File: src/rtl/pulse_train_gen_pkg.sv
// Shared types and default widths for the pulse-count link (transmit and receive side).
package pulse_gen_pkg;

    typedef enum logic [1:0] {
        IDLE = 2'd0,
        HIGH = 2'd1,
        LOW  = 2'd2,
        DONE = 2'd3
    } pg_state_t;

    localparam int CNT_W_DEF   = 5;
    localparam int WIDTH_W_DEF = 8;

endpackage

File: src/rtl/pulse_train_gen_if.sv
// Request/status bundle of the pulse train generator.
// The master issues burst requests; the slave (the generator) reports progress.
interface pulse_train_gen_if #(
    parameter int CNT_W   = pulse_gen_pkg::CNT_W_DEF,
    parameter int WIDTH_W = pulse_gen_pkg::WIDTH_W_DEF
);
    logic               start;
    logic               abort;
    logic [CNT_W-1:0]   num_pulses;
    logic [WIDTH_W-1:0] high_len;
    logic [WIDTH_W-1:0] low_len;
    logic               sig_out;
    logic               busy;
    logic               done;
    logic [CNT_W-1:0]   sent_count;

    modport master (
        output start, abort, num_pulses, high_len, low_len,
        input  sig_out, busy, done, sent_count
    );

    modport slave (
        input  start, abort, num_pulses, high_len, low_len,
        output sig_out, busy, done, sent_count
    );
endinterface

File: src/rtl/pulse_train_gen_phase_timer.sv
// Phase length timer: loaded with len-1 on phase entry, counts down to zero.
// expired marks the last cycle of the phase; a length of 0 is stretched to 1.
module phase_timer #(
    parameter int WIDTH_W = 8
) (
    input  logic               clk,
    input  logic               rst,
    input  logic               load,
    input  logic [WIDTH_W-1:0] len,
    output logic               expired
);
    localparam logic [WIDTH_W-1:0] ONE = WIDTH_W'(1);

    logic [WIDTH_W-1:0] cnt_q;
    logic [WIDTH_W-1:0] cnt_d;

    // Next count: reload on phase entry, otherwise count down and park at zero.
    always_comb begin
        cnt_d = cnt_q;
        if (load) begin
            cnt_d = (len == '0) ? '0 : (len - ONE);
        end else if (cnt_q != '0) begin
            cnt_d = cnt_q - ONE;
        end
    end

    // Count register.
    always_ff @(posedge clk) begin
        if (rst) cnt_q <= '0;
        else     cnt_q <= cnt_d;
    end

    assign expired = (cnt_q == '0);
endmodule

File: src/rtl/pulse_train_gen.sv
// Pulse train generator: on start emits num_pulses high/low pulses on sig_out,
// then flags done for one cycle. All outputs come straight from flops.
module pulse_train_gen
    import pulse_gen_pkg::*;
#(
    parameter int CNT_W   = CNT_W_DEF,
    parameter int WIDTH_W = WIDTH_W_DEF
) (
    input  logic               clk,
    input  logic               rst,
    pulse_train_gen_if.slave   bus
);
    localparam logic [CNT_W-1:0] CNT_ONE = CNT_W'(1);

    pg_state_t          state_q, state_d;
    logic [CNT_W-1:0]   num_q, num_d;
    logic [WIDTH_W-1:0] high_q, high_d;
    logic [WIDTH_W-1:0] low_q, low_d;
    logic [CNT_W-1:0]   sent_q, sent_d;
    logic               sig_q, sig_d;
    logic               busy_q, busy_d;
    logic               done_q, done_d;

    logic               tmr_load;
    logic [WIDTH_W-1:0] tmr_len;
    logic               tmr_expired;

    phase_timer #(.WIDTH_W(WIDTH_W)) u_phase_timer (
        .clk     (clk),
        .rst     (rst),
        .load    (tmr_load),
        .len     (tmr_len),
        .expired (tmr_expired)
    );

    // Next-state and next-output logic. Outputs are computed one cycle ahead so that
    // sig_out/busy/done change together with the state they belong to.
    always_comb begin
        state_d  = state_q;
        num_d    = num_q;
        high_d   = high_q;
        low_d    = low_q;
        sent_d   = sent_q;
        sig_d    = sig_q;
        busy_d   = busy_q;
        done_d   = done_q;
        tmr_load = 1'b0;
        tmr_len  = high_q;

        case (state_q)
            IDLE: begin
                sig_d  = 1'b0;
                busy_d = 1'b0;
                done_d = 1'b0;
                if (bus.start && !bus.abort) begin
                    num_d  = bus.num_pulses;
                    high_d = bus.high_len;
                    low_d  = bus.low_len;
                    busy_d = 1'b1;
                    if (bus.num_pulses == '0) begin
                        state_d = DONE;
                        sent_d  = '0;
                        done_d  = 1'b1;
                    end else begin
                        // First high phase timed from the live input; the latch lands this edge.
                        state_d  = HIGH;
                        sent_d   = CNT_ONE;
                        sig_d    = 1'b1;
                        tmr_load = 1'b1;
                        tmr_len  = bus.high_len;
                    end
                end
            end
            HIGH: begin
                if (bus.abort) begin
                    state_d = IDLE;
                    sig_d   = 1'b0;
                    busy_d  = 1'b0;
                    done_d  = 1'b0;
                end else if (tmr_expired) begin
                    state_d  = LOW;
                    sig_d    = 1'b0;
                    tmr_load = 1'b1;
                    tmr_len  = low_q;
                end
            end
            LOW: begin
                if (bus.abort) begin
                    state_d = IDLE;
                    sig_d   = 1'b0;
                    busy_d  = 1'b0;
                    done_d  = 1'b0;
                end else if (tmr_expired) begin
                    if (sent_q < num_q) begin
                        state_d  = HIGH;
                        sig_d    = 1'b1;
                        sent_d   = sent_q + CNT_ONE;
                        tmr_load = 1'b1;
                        tmr_len  = high_q;
                    end else begin
                        state_d = DONE;
                        done_d  = 1'b1;
                    end
                end
            end
            DONE: begin
                state_d = IDLE;
                sig_d   = 1'b0;
                busy_d  = 1'b0;
                done_d  = 1'b0;
            end
            default: begin
                state_d = IDLE;
                sig_d   = 1'b0;
                busy_d  = 1'b0;
                done_d  = 1'b0;
            end
        endcase
    end

    // State, latched configuration and output registers.
    always_ff @(posedge clk) begin
        if (rst) begin
            state_q <= IDLE;
            num_q   <= '0;
            high_q  <= '0;
            low_q   <= '0;
            sent_q  <= '0;
            sig_q   <= 1'b0;
            busy_q  <= 1'b0;
            done_q  <= 1'b0;
        end else begin
            state_q <= state_d;
            num_q   <= num_d;
            high_q  <= high_d;
            low_q   <= low_d;
            sent_q  <= sent_d;
            sig_q   <= sig_d;
            busy_q  <= busy_d;
            done_q  <= done_d;
        end
    end

    assign bus.sig_out    = sig_q;
    assign bus.busy       = busy_q;
    assign bus.done       = done_q;
    assign bus.sent_count = sent_q;
endmodule

File: src/flat_wrapper.sv
// flat-port wrapper written by rule: the top's interface ports become plain ports
module pulse_train_gen_flat import pulse_gen_pkg::*;
#(
    parameter int CNT_W   = CNT_W_DEF,
    parameter int WIDTH_W = WIDTH_W_DEF
)
  (clk, rst, bus_start, bus_abort, bus_num_pulses, bus_high_len, bus_low_len, bus_sig_out, bus_busy, bus_done, bus_sent_count);
  pulse_train_gen_if #(.CNT_W(CNT_W), .WIDTH_W(WIDTH_W)) bus_i ();
  input  logic clk;
  input  logic rst;
  input wire logic [$bits(bus_i.start)-1:0] bus_start;
  input wire logic [$bits(bus_i.abort)-1:0] bus_abort;
  input wire logic [$bits(bus_i.num_pulses)-1:0] bus_num_pulses;
  input wire logic [$bits(bus_i.high_len)-1:0] bus_high_len;
  input wire logic [$bits(bus_i.low_len)-1:0] bus_low_len;
  output wire logic [$bits(bus_i.sig_out)-1:0] bus_sig_out;
  output wire logic [$bits(bus_i.busy)-1:0] bus_busy;
  output wire logic [$bits(bus_i.done)-1:0] bus_done;
  output wire logic [$bits(bus_i.sent_count)-1:0] bus_sent_count;
  assign bus_i.start = bus_start;
  assign bus_i.abort = bus_abort;
  assign bus_i.num_pulses = bus_num_pulses;
  assign bus_i.high_len = bus_high_len;
  assign bus_i.low_len = bus_low_len;
  assign bus_sig_out = bus_i.sig_out;
  assign bus_busy = bus_i.busy;
  assign bus_done = bus_i.done;
  assign bus_sent_count = bus_i.sent_count;
  pulse_train_gen #(.CNT_W(CNT_W), .WIDTH_W(WIDTH_W)) u_core (.clk(clk), .rst(rst), .bus(bus_i));
endmodule
File: config.mk
export PLATFORM = sky130hd
export DESIGN_NAME = pulse_train_gen_flat
export DESIGN_NICKNAME = d
export VERILOG_FILES = /design/src/rtl/pulse_train_gen_pkg.sv /design/src/rtl/pulse_train_gen_if.sv /design/src/rtl/pulse_train_gen_phase_timer.sv /design/src/rtl/pulse_train_gen.sv /design/src/flat_wrapper.sv
export SDC_FILE = /design/constraint.sdc
export NUM_CORES = 1
export LEC_CHECK = 0
export BUFFER_PORTS_ARGS = -buffer_cell sky130_fd_sc_hd__buf_2
export CAP_MARGIN = 25
export CORE_MARGIN = 3
export CORE_UTILIZATION = 45
export CTS_BUF_LIST = sky130_fd_sc_hd__clkbuf_16
export CTS_CLUSTER_SIZE = 40
export DETAILED_ROUTE_END_ITERATION = 8
export PLACE_DENSITY = 0.73
export SYNTH_ARGS = -nofsm -noshare
export SYNTH_HDL_FRONTEND = slang
export SYNTH_SLANG_ARGS = --single-unit
File: constraint.sdc
create_clock -name clk -period 5.9 [get_ports clk]
set_input_delay 0.295 -clock clk [delete_from_list [all_inputs] [get_ports clk]]
set_output_delay 0.295 -clock clk [all_outputs]
set_load 0.005 [all_outputs]
==> metrics.md <==
| Metric | Value |
|---|---|
| RePlAce Congestion | 0.908 |
| Met1 wire length | 3050 um |
| VDD IR max | 171 uV |
| Most frequent cells in the layout | nand2_1, dfxtp_1, a21oi_1 |
| CP max FO | 7 |
| Clock power frac | 0.235 |
| Seq/Total Area, Yosys | 0.308 |
| Met3 wire length | 421 um |
| Root Driver | clkbuf_16 |
| Vias post-DR | 2414 |
| Worst-Margin Slew | 1040 ps |
| Setup Fix Bufs, Post-CTS | 0 |
| Cells after synthesis | 319 |
| Drt wl/cell | 15.4 um |
| TritonCTS clock tree | built |
| WL final | 6420 um |
| Max-cap violations | 0 |
| Sw power | 532 uW |
| Final Max Slew Viols | 0 |
| Top FF cell, synth | dfxtp_1 |
| Layout area overhead | 14.1% |
| Number of flops mapped to enable cells by yosys | 0 |
| Flops & latches, synth | 39 |
| DR pass1 iterations | 6 |
| Worst reg2reg setup slack | 2540 ps |
| RSZ-0062 raised after global routing | no |
| CTS Buf Count | 5 |
| Yosys cell types | 62 |
| Grt ovf | 0 |
| Synth top area share | 0.308 |
| Via density | 5.80 |
| Io pins | 33 |
| Sequential share of power | 0.282 |
| Antenna Nets Post-Route | 0 |
| Setup Total Neg Slack | 0 ps |
| Min Clock Period, post-route | 3360 ps |
| Die width | 81.1 um |
| Post-DP HPWL | 4650 um |
| Ys async rst share | 0 |
| Final Hold Viols | 0 |
| Post-CTS Resized | 0 |
| Clock buffer depth | 2 |
| Share of layout cells above drive strength 1 | 0.185 |
| CP endpoint kind | flop |
| # setup viols final | 0 |
| Worst slew margin | 0.306 |
| Cell Area, Synth | 2530 um2 |
| N_diodes | 0 |
| Largest cells by area after synthesis | dfxtp_1, nand2_1, a21oi_1 |
| WL met2 | 2880 um |
| Core Area | 5270 um2 |
| DR DRC count | 0 |
| Outcome | complete, no violations |
| Nets@finish | 384 |
| Synthesis warning total | 0 |
| Worst-Skew Late Latency | 280 ps |
| Area of the die | 6570 um2 |
| Vias in the first global route | 2181 |
| CTS Hold Bufs | 0 |
| Number of fill cells | 519 |
| Max Fclk | 0.298 GHz |
| Top routing layer in use | met4 |
| Clock sink count | 39 |
| Worst Hold Class | primary input to flop |
| # port buffers | 32 |
| WP data required | 6040 ps |
| Syn Area/Cell | 7.95 um2 |
| P_int | 768 uW |
| Type of origin of the critical path | flop |
| GRT Total Usage | 0.207 |
| Period utilisation layout | 0.569 |
| Max Clock Skew | 2.79 ps |
| Clock transition at path regs | 60 ps |
| CTS H-tree lvls | 2 |
| Post-Syn Nets | 358 |
| Initial core utilization | 0.481 |
| Power density over the cells | 449 nW/um2 |
| FP Rows | 26 |
| Vert. Die Dim | 81.1 um |
| Initial antenna violation count | 0 |
| Sw frac | 0.409 |
| CP arrival | 3500 ps |
| Tot Pwr | 1.30 mW |
| First-pass GRT wire length | 10600 um |
| Combinational power share | 0.483 |
| Most common cell after layout, fill and taps aside | nand2_1 |
| DRT iter0 DRCs | 255 |
| Leading area contributor after synthesis | dfxtp_1 |
| Largest net degree at the start of global routing | 40 |
| Leak | 1.12 nW |
| Kind of critical path | flop to flop |
-- state kept, by name, summed over array words and instances, names as in the netlist --
signal	count
u_core.num_q	5
u_core.bus.sig_out	1
u_core.u_phase_timer.cnt_q	8
u_core.low_q	8
u_core.high_q	8
u_core.bus.busy	1
u_core.bus.done	1
u_core.state_q	2
u_core.bus.sent_count	5
-- cells by family (layout without fill, tap and decap cells) --
kind of cell | after synthesis | after routing | share of synthesized area
muxes | 3 | 3 | 0.0118
AOI/OAI and AO/OA | 96 | 96 | 0.275
xor gates and xnor gates | 8 | 8 | 0.0276
buffers and inverters | 28 | 55 | 0.0434
DFF | 39 | 39 | 0.308
and+or+nand+nor | 131 | 131 | 0.265
adders and majority gates | 14 | 14 | 0.0691
-- area by class of cell --
cell class / instances / area (um2) / area share
multi-input combinational: 252 / 1640 / 0.568
sequential: 39 / 781 / 0.270
timing repair buffer: 32 / 160 / 0.0554
clock buffer: 5 / 125 / 0.0433
tap: 70 / 87.6 / 0.0303
inverter: 15 / 56.3 / 0.0195
clock inverter: 3 / 38.8 / 0.0134
-- per-stage QoR --
| stage | instance area [um2] | utilization | worst slack, ps | hold WS [ps] | std cells |
|---|---|---|---|---|---|
| CTS | 2890 | 0.549 | 2580 | 246 | 416 |
| global route | 2890 | 0.549 | 2290 | 254 | 416 |
| detailed placement | 2730 | 0.518 | 2590 | 447 | 408 |
| global placement | 2730 | 0.518 | 2660 | 446 | 408 |
| finish | 2890 | 0.549 | 2540 | 246 | 416 |
| floorplan | 2530 | - | 2990 | 431 | 319 |
-- routing by layer --
metal  vias to the layer above  GRT usage
met5                         -          0
met4                         0     0.0507
met3                         6     0.0421
met2                        87      0.317
met1                      1114      0.296
li1                       1207          -
-- final timing paths --
kind | cells after the start | from | to
max reg2reg | 11 | u_core.state_q[1] | u_core.u_phase_timer.cnt_q[3]
min | 3 | bus_low_len[2] | u_core.low_q[2]
max | 11 | u_core.state_q[1] | u_core.u_phase_timer.cnt_q[3]
min reg2reg | 2 | u_core.num_q[1] | u_core.num_q[1]
-- worst max-delay path: stages (launching register included) --
cell and delay, ps:
dfxtp_1 340, inv_1 120, ha_1 220, nor2b_1 390
nand3_2 220, a22o_1 350, a222oi_1 480, ha_1 260
inv_1 50, or4_4 560, nand2_4 120, o32ai_2 100
-- power by group through the flow --
stage,combinational (mW),sequential (mW),clock (mW)
finish,0.628,0.367,0.305
global route,0.688,0.374,0.324
CTS,0.623,0.366,0.308
detailed placement,0.614,0.371,0
global placement,0.603,0.368,0
floorplan,0.498,0.360,0
-- synthesized netlist by cell type (2+ instances only) --
library cell	count
ha_1	14
xnor2_1	7
o2111ai_1	3
nand2b_1	7
dfxtp_1	39
a21o_1	2
a31oi_1	7
a22oi_2	3
a22o_2	3
nor4_1	2
a21boi_1	2
a211oi_1	4
a222oi_1	4
nor2b_1	4
o21a_1	2
clkbuf_1	11
or4_4	2
nor3_1	9
o21ai_0	5
nand3_1	6
a311oi_1	3
inv_1	15
mux2i_1	3
o211ai_1	3
nor2_1	24
o32ai_2	3
or3_1	4
o21ai_1	2
a21oi_1	36
o22ai_1	2
nand2_1	57
Power figures use the tool's default switching activity.
